--- src/rtl/flash_write.sv ---
// M25P16 write controller: WREN, sector erase, status poll, WREN, 1-byte page program, status poll.
// Optional poll timeout when FLASH_WR_TIMEOUT_EN is defined; otherwise polls indefinitely and err stays 0.
module flash_write #(
    parameter int unsigned GAP_CYC  = 8,
    parameter int unsigned POLL_MAX = 65535
) (
    input  logic        clk,
    input  logic        rst_n,
    input  logic        wr_req,
    input  logic [23:0] wr_addr,
    input  logic [7:0]  wr_data,
    output logic        trans_req,
    output logic [7:0]  tx_dout,
    input  logic [7:0]  rx_din,
    input  logic        trans_done,
    output logic        busy,
    output logic        done,
    output logic [7:0]  status,
    output logic        err
);
    localparam int unsigned GW = $clog2(GAP_CYC);

    if (GAP_CYC < 2) begin : g_gap_chk
        $error("GAP_CYC must be at least 2");
    end
    if (POLL_MAX < 1 || POLL_MAX > 65536) begin : g_poll_chk
        $error("POLL_MAX must fit the 16-bit poll counter");
    end

    typedef enum logic [2:0] {
        S_IDLE, S_WREN, S_SE, S_PP, S_RDSR, S_CHK, S_GAP, S_DONE
    } state_e;

    state_e        state_q, state_d, nxt_q, nxt_d;
    logic          phase_q, phase_d;
    logic [2:0]    cnt_byte_q, cnt_byte_d;
    logic [GW-1:0] gap_cnt_q, gap_cnt_d;
    logic [23:0]   addr_q, addr_d;
    logic [7:0]    data_q, data_d;
    logic          trans_req_q, trans_req_d;
    logic [7:0]    tx_dout_q, tx_dout_d;
    logic [7:0]    status_q, status_d;
`ifdef FLASH_WR_TIMEOUT_EN
    logic [15:0]   poll_q, poll_d;
    logic          err_q, err_d;
`endif

    function automatic logic [2:0] frame_last(input state_e s);
        case (s)
            S_SE:    frame_last = 3'd3;
            S_PP:    frame_last = 3'd4;
            S_RDSR:  frame_last = 3'd1;
            default: frame_last = 3'd0;
        endcase
    endfunction

    function automatic logic [7:0] frame_byte(input state_e s, input logic [2:0] idx,
                                              input logic [23:0] a, input logic [7:0] d);
        frame_byte = 8'h00;
        case (s)
            S_WREN: frame_byte = 8'h06;
            S_SE, S_PP: begin
                case (idx)
                    3'd0:    frame_byte = (s == S_SE) ? 8'hD8 : 8'h02;
                    3'd1:    frame_byte = a[23:16];
                    3'd2:    frame_byte = a[15:8];
                    3'd3:    frame_byte = a[7:0];
                    default: frame_byte = d;
                endcase
            end
            S_RDSR:  frame_byte = (idx == 3'd0) ? 8'h05 : 8'h00;
            default: frame_byte = 8'h00;
        endcase
    endfunction

    always_ff @(posedge clk or negedge rst_n) begin
        if (!rst_n) begin
            state_q     <= S_IDLE;
            nxt_q       <= S_IDLE;
            phase_q     <= 1'b0;
            cnt_byte_q  <= '0;
            gap_cnt_q   <= '0;
            addr_q      <= '0;
            data_q      <= '0;
            trans_req_q <= 1'b0;
            tx_dout_q   <= '0;
            status_q    <= '0;
`ifdef FLASH_WR_TIMEOUT_EN
            poll_q      <= '0;
            err_q       <= 1'b0;
`endif
        end else begin
            state_q     <= state_d;
            nxt_q       <= nxt_d;
            phase_q     <= phase_d;
            cnt_byte_q  <= cnt_byte_d;
            gap_cnt_q   <= gap_cnt_d;
            addr_q      <= addr_d;
            data_q      <= data_d;
            trans_req_q <= trans_req_d;
            tx_dout_q   <= tx_dout_d;
            status_q    <= status_d;
`ifdef FLASH_WR_TIMEOUT_EN
            poll_q      <= poll_d;
            err_q       <= err_d;
`endif
        end
    end

    always_comb begin
        state_d     = state_q;
        nxt_d       = nxt_q;
        phase_d     = phase_q;
        cnt_byte_d  = cnt_byte_q;
        gap_cnt_d   = gap_cnt_q;
        addr_d      = addr_q;
        data_d      = data_q;
        trans_req_d = trans_req_q;
        tx_dout_d   = tx_dout_q;
        status_d    = status_q;
`ifdef FLASH_WR_TIMEOUT_EN
        poll_d      = poll_q;
        err_d       = err_q;
`endif
        unique case (state_q)
            S_IDLE: begin
                if (wr_req) begin
                    state_d   = S_WREN;
                    phase_d   = 1'b0;
                    addr_d    = wr_addr;
                    data_d    = wr_data;
                    tx_dout_d = 8'h06;
`ifdef FLASH_WR_TIMEOUT_EN
                    err_d     = 1'b0;
`endif
                end
            end
            // First cycle in a command state raises CS#; tx_dout was loaded on entry.
            S_WREN, S_SE, S_PP, S_RDSR: begin
                if (!trans_req_q) begin
                    trans_req_d = 1'b1;
                end else if (trans_done) begin
                    if (cnt_byte_q == frame_last(state_q)) begin
                        cnt_byte_d  = '0;
                        trans_req_d = 1'b0;
                        gap_cnt_d   = '0;
                        case (state_q)
                            S_WREN: begin
                                state_d = S_GAP;
                                nxt_d   = phase_q ? S_PP : S_SE;
                            end
                            S_RDSR: begin
                                state_d  = S_CHK;
                                status_d = rx_din;
                            end
                            default: begin
                                state_d = S_GAP;
                                nxt_d   = S_RDSR;
`ifdef FLASH_WR_TIMEOUT_EN
                                poll_d  = '0;
`endif
                            end
                        endcase
                    end else begin
                        cnt_byte_d = cnt_byte_q + 3'd1;
                        tx_dout_d  = frame_byte(state_q, cnt_byte_q + 3'd1, addr_q, data_q);
                    end
                end
            end
            S_CHK: begin
                gap_cnt_d = '0;
                if (status_q[0]) begin
`ifdef FLASH_WR_TIMEOUT_EN
                    if (poll_q == 16'(POLL_MAX - 1)) begin
                        err_d   = 1'b1;
                        state_d = S_DONE;
                    end else begin
                        poll_d  = poll_q + 16'd1;
                        state_d = S_GAP;
                        nxt_d   = S_RDSR;
                    end
`else
                    state_d = S_GAP;
                    nxt_d   = S_RDSR;
`endif
                end else if (!phase_q) begin
                    phase_d = 1'b1;
                    state_d = S_GAP;
                    nxt_d   = S_WREN;
                end else begin
                    state_d = S_DONE;
                end
            end
            S_GAP: begin
                if (gap_cnt_q == GW'(GAP_CYC - 1)) begin
                    state_d   = nxt_q;
                    gap_cnt_d = '0;
                    tx_dout_d = frame_byte(nxt_q, 3'd0, addr_q, data_q);
                end else begin
                    gap_cnt_d = gap_cnt_q + 1'b1;
                end
            end
            S_DONE: state_d = S_IDLE;
        endcase
    end

    always_comb begin
        trans_req = trans_req_q;
        tx_dout   = tx_dout_q;
        status    = status_q;
        busy      = !(state_q inside {S_IDLE, S_DONE});
        done      = (state_q == S_DONE);
`ifdef FLASH_WR_TIMEOUT_EN
        err       = err_q;
`else
        err       = 1'b0;
`endif
    end
endmodule
--- config.mk ---
export PLATFORM = sky130hd
export DESIGN_NAME = flash_write
export DESIGN_NICKNAME = d
export VERILOG_FILES = /design/src/rtl/flash_write.sv
export SDC_FILE = /design/constraint.sdc
export NUM_CORES = 1
export LEC_CHECK = 0
export BUFFER_PORTS_ARGS = -buffer_cell sky130_fd_sc_hd__buf_2
export CORE_ASPECT_RATIO = 1.75
export CORE_MARGIN = 5
export CORE_UTILIZATION = 55
export CTS_CLUSTER_SIZE = 25
export DETAILED_ROUTE_END_ITERATION = 8
export GPL_TIMING_DRIVEN = 0
export PLACE_DENSITY_LB_ADDON = 0.12
export SETUP_SLACK_MARGIN = 0.05
export SYNTH_ARGS = -nofsm -noshare
export SYNTH_HDL_FRONTEND = slang
export SYNTH_SLANG_ARGS = --single-unit
export TNS_END_PERCENT = 5
--- constraint.sdc ---
create_clock -name clk -period 2.3 [get_ports clk]
set_input_delay 0.345 -clock clk [delete_from_list [all_inputs] [get_ports clk]]
set_output_delay 0.345 -clock clk [all_outputs]
set_load 0.01 [all_outputs]
==> metrics.csv <==
stage,metric,value,unit
setup_path,Worst Setup End Kind,flip-flop,
layout,most frequent cells in the layout,"67 x buf_2, 62 x dfrtp_1, 42 x mux2_2",
placed_design,Final Wtd Congestion,0.976,
clock_network,clock buffer count from CTS,9,
setup_path,"critical path fanouts, max",9,
min_path,Hold Path Class,in -> async,
drt,drt wl/cell,17.9,µm
synthesis,register area share after synthesis,48.8,%
drt,Pre-antenna DRT Iters,5,
setup_path,CP cell instances,nor2_1 > nor4b_1 > a221oi_2 > and2_4 > a31o_4 > mux2_4,
power,total power,6.16,mW
drt,post-route ant nets,0,
floorplanning,I/O pins,64,
setup_path,"slowest stage delay, CP",0.50,ns
synthesis,top_reg_cell synth,dfrtp_1,
synthesis,Post-synth ARST share,100,%
layout,fraction of layout cells with a size suffix above 1,41.5,%
run_status,outcome,completed,
floorplanning,Die H,111,µm
setup_path,crit-path leading delay family,simple AND/OR/NAND/NOR gates,
timing,Period minus WS final,2.16,ns
power,Power Density,1590,nW/µm²
grt,global-route wire length before repair,13000,µm
floorplanning,die span in x,67.5,µm
setup_path,Worst EP arrival,2.40,ns
synthesis,Synth top area share,48.8,%
floorplanning,Core Box Area,5590,µm²
clock_network,CTS tree,yes,
setup_path,Setup CP Type,reg -> reg,
layout,P&R area growth vs syn,22.2,%
drt,via count,2504,
synthesis,most area-consuming cells after synthesis,"dfrtp_1 49%, mux2_2 15%, ha_1 2.8%",
layout,nets,405,
setup_path,worst endpoint required time,2.54,ns
placed_design,IO buf count,62,
synthesis,"EDFF count, synth",0,
timing,Tcrit/Tclk final,94.1,%
timing,"Slew Viols, Final",0,
layout,"most common cell after layout, fill and taps aside",buf_2,
layout,Layout Cells excl Fill,435,
drt,DRC violation count after routing,0,
power,maximum vdd drop,854,µV
timing,Max Freq,462,MHz
clock_network,Clock transition at path regs,0.07,ns
clock_network,CTS root buf,clkbuf_8,
grt,grt ovf,0,
timing,Final Setup Violations,0,
synthesis,syn avg cell area,11.2,µm²
grt,largest net degree at the start of global routing,63,
drt,Iteration-0 DRC Markers,238,
clock_network,Clock Sinks,62,
layout,filler instances,469,
timing,slew at the pin closest to its max-slew limit,0.763,ns
grt,initial antenna violation count,0,
synthesis,Synth Instances,283,
clock_network,worst-skew pair later-pin latency,0.35,ns
layout,# diodes,0,
setup_path,critical path launch point type,flip-flop,
layout,FF+latch area,1550,µm²
drt,Via density,5.76,
run,max_cap viols,0,
timing,skew final,0.00786,ns
grt,vias in the first global route,2719,
synthesis,"FF+latch count, synth",62,
synthesis,post-synthesis instance area,3180,µm²
synthesis,syn nets,334,
synthesis,Synth area leader,dfrtp_1,
grt,gr usage total,23.2,%
layout,combined area of the multi-input logic cells,1560,µm²
drt,WL final,7790,µm
setup_path,"Slowest-stage cell, CP",dfrtp_1,
placed_design,dpl cells,421,
timing,Hold Fails Final Rpt,0,
power,Static Leak,1.82,nW
clock_network,# H-tree levels,3,
setup_path,Worst Path Buf+Inv,0,
timing,unrepaired setup endpoints after global routing,true,
clock_network,Clock Tree Buf Depth,2,
clock_network,hold-fix buffers at CTS,0,
placed_design,HPWL Detailed,5760,µm
synthesis,Synth Warn #,0,
synthesis,post-synthesis cell type count,54,
timing,relative slew slack,49.1,%
floorplanning,total die area,7460,µm²
floorplanning,row count,36,
floorplanning,starting density of the core,56.9,%
[flip-flops by register name, indices dropped and copies added (netlist names)]
| name | count |
|---|---|
| tx_dout | 8 |
| state_q | 3 |
| trans_req | 1 |
| gap_cnt_q | 3 |
| nxt_q | 3 |
| addr_q | 24 |
| cnt_byte_q | 3 |
| data_q | 8 |
| status | 8 |
| phase_q | 1 |
[per-layer routing]
layer | GRT usage, % | vias up | wire, µm
met2 | 38.0 | 88 | 4190
met4 | 14.6 | 0 | 275
met5 | 0 | - | 0
li1 | - | 1192 | -
met3 | 5.18 | 23 | 399
met1 | 26.0 | 1201 | 2920
[area by class of cell]
cell class	instances	share of cell area (%)
plain buffers	13	1.81
clock buffers	11	3.90
clock inverters	5	2.68
inverters	7	0.677
multi-input cells	198	40.3
flip-flops and latches	62	40.0
well taps	76	2.45
repair buffers	63	8.25
[Yosys cell counts, types with 6 or more instances]
cell      count
a22o_1        6
o21ai_0      14
a21oi_1      16
mux2_2       42
nor2_1       22
ha_1          7
dfrtp_1      62
inv_1         7
nand2_1      14
buf_2         8
nand3_1       8
a222oi_1      7
nor3_1        6
[power by group]
group	internal, mW	leakage, nW	switching [mW]	total (mW)
sequential	1.60	0.754	0.355	1.95
clock	0.781	0.130	0.442	1.22
combinational	1.36	0.936	1.62	2.98
[path summary, 6_finish.rpt]
path	startpoint	endpoint	slack (ns)	cells after the start
setup reg to reg	cnt_byte_q[1]$_DFFE_PN0P_	tx_dout[5]$_DFFE_PN0P_	0.14	6
max in group asynchronous	rst_n	addr_q[18]$_DFFE_PN0P_	1.73	1
hold reg to reg	status[6]$_DFFE_PN0P_	status[6]$_DFFE_PN0P_	0.50	1
min in group clk	rx_din[0]	status[0]$_DFFE_PN0P_	0.22	2
hold / removal	rst_n	cnt_byte_q[2]$_DFFE_PN0P_	0.05	1
setup / recovery	cnt_byte_q[1]$_DFFE_PN0P_	tx_dout[5]$_DFFE_PN0P_	0.14	6
[worst register-to-register path, stage by stage (launching register included)]
cell,delay [ns]
dfrtp_1,0.50
nor2_1,0.26
nor4b_1,0.40
a221oi_2,0.11
and2_4,0.23
a31o_4,0.26
mux2_4,0.29
[per-stage QoR]
step	instance area [µm²]	TNS (ns)	hold WS, ns	setup slack (ns)	util, %
global placement	3580	-0.412	0.479	-0.163	64.1
CTS	3840	0	0.213	0.0592	68.8
detailed placement	3580	-0.795	0.483	-0.239	64.1
floorplan	3180	0	0.0494	0.322	-
finish	3880	0	0.0538	0.137	69.5
global route	3880	-0.00716	0.126	-0.00716	69.5
[cell families after synthesis]
family                   synth area share (%)
multiplexers                             16.1
AO/OA/AOI/OAI                            16.8
flip-flops                               48.8
adder cells (fa/ha/maj)                  2.76
buffers and inverters                    3.15
other                                   0.118
XOR/XNOR                                 1.10
AND/OR/NAND/NOR                          11.1
[what timing repair did]
item,4_1_cts,5_1_grt
buffers inserted,1,0
setup endpoints to repair,8,19
resized for setup,1,10
hold endpoints to repair,0,0
pin swaps,1,3
Note: power is estimated with default switching activity, not from simulation.
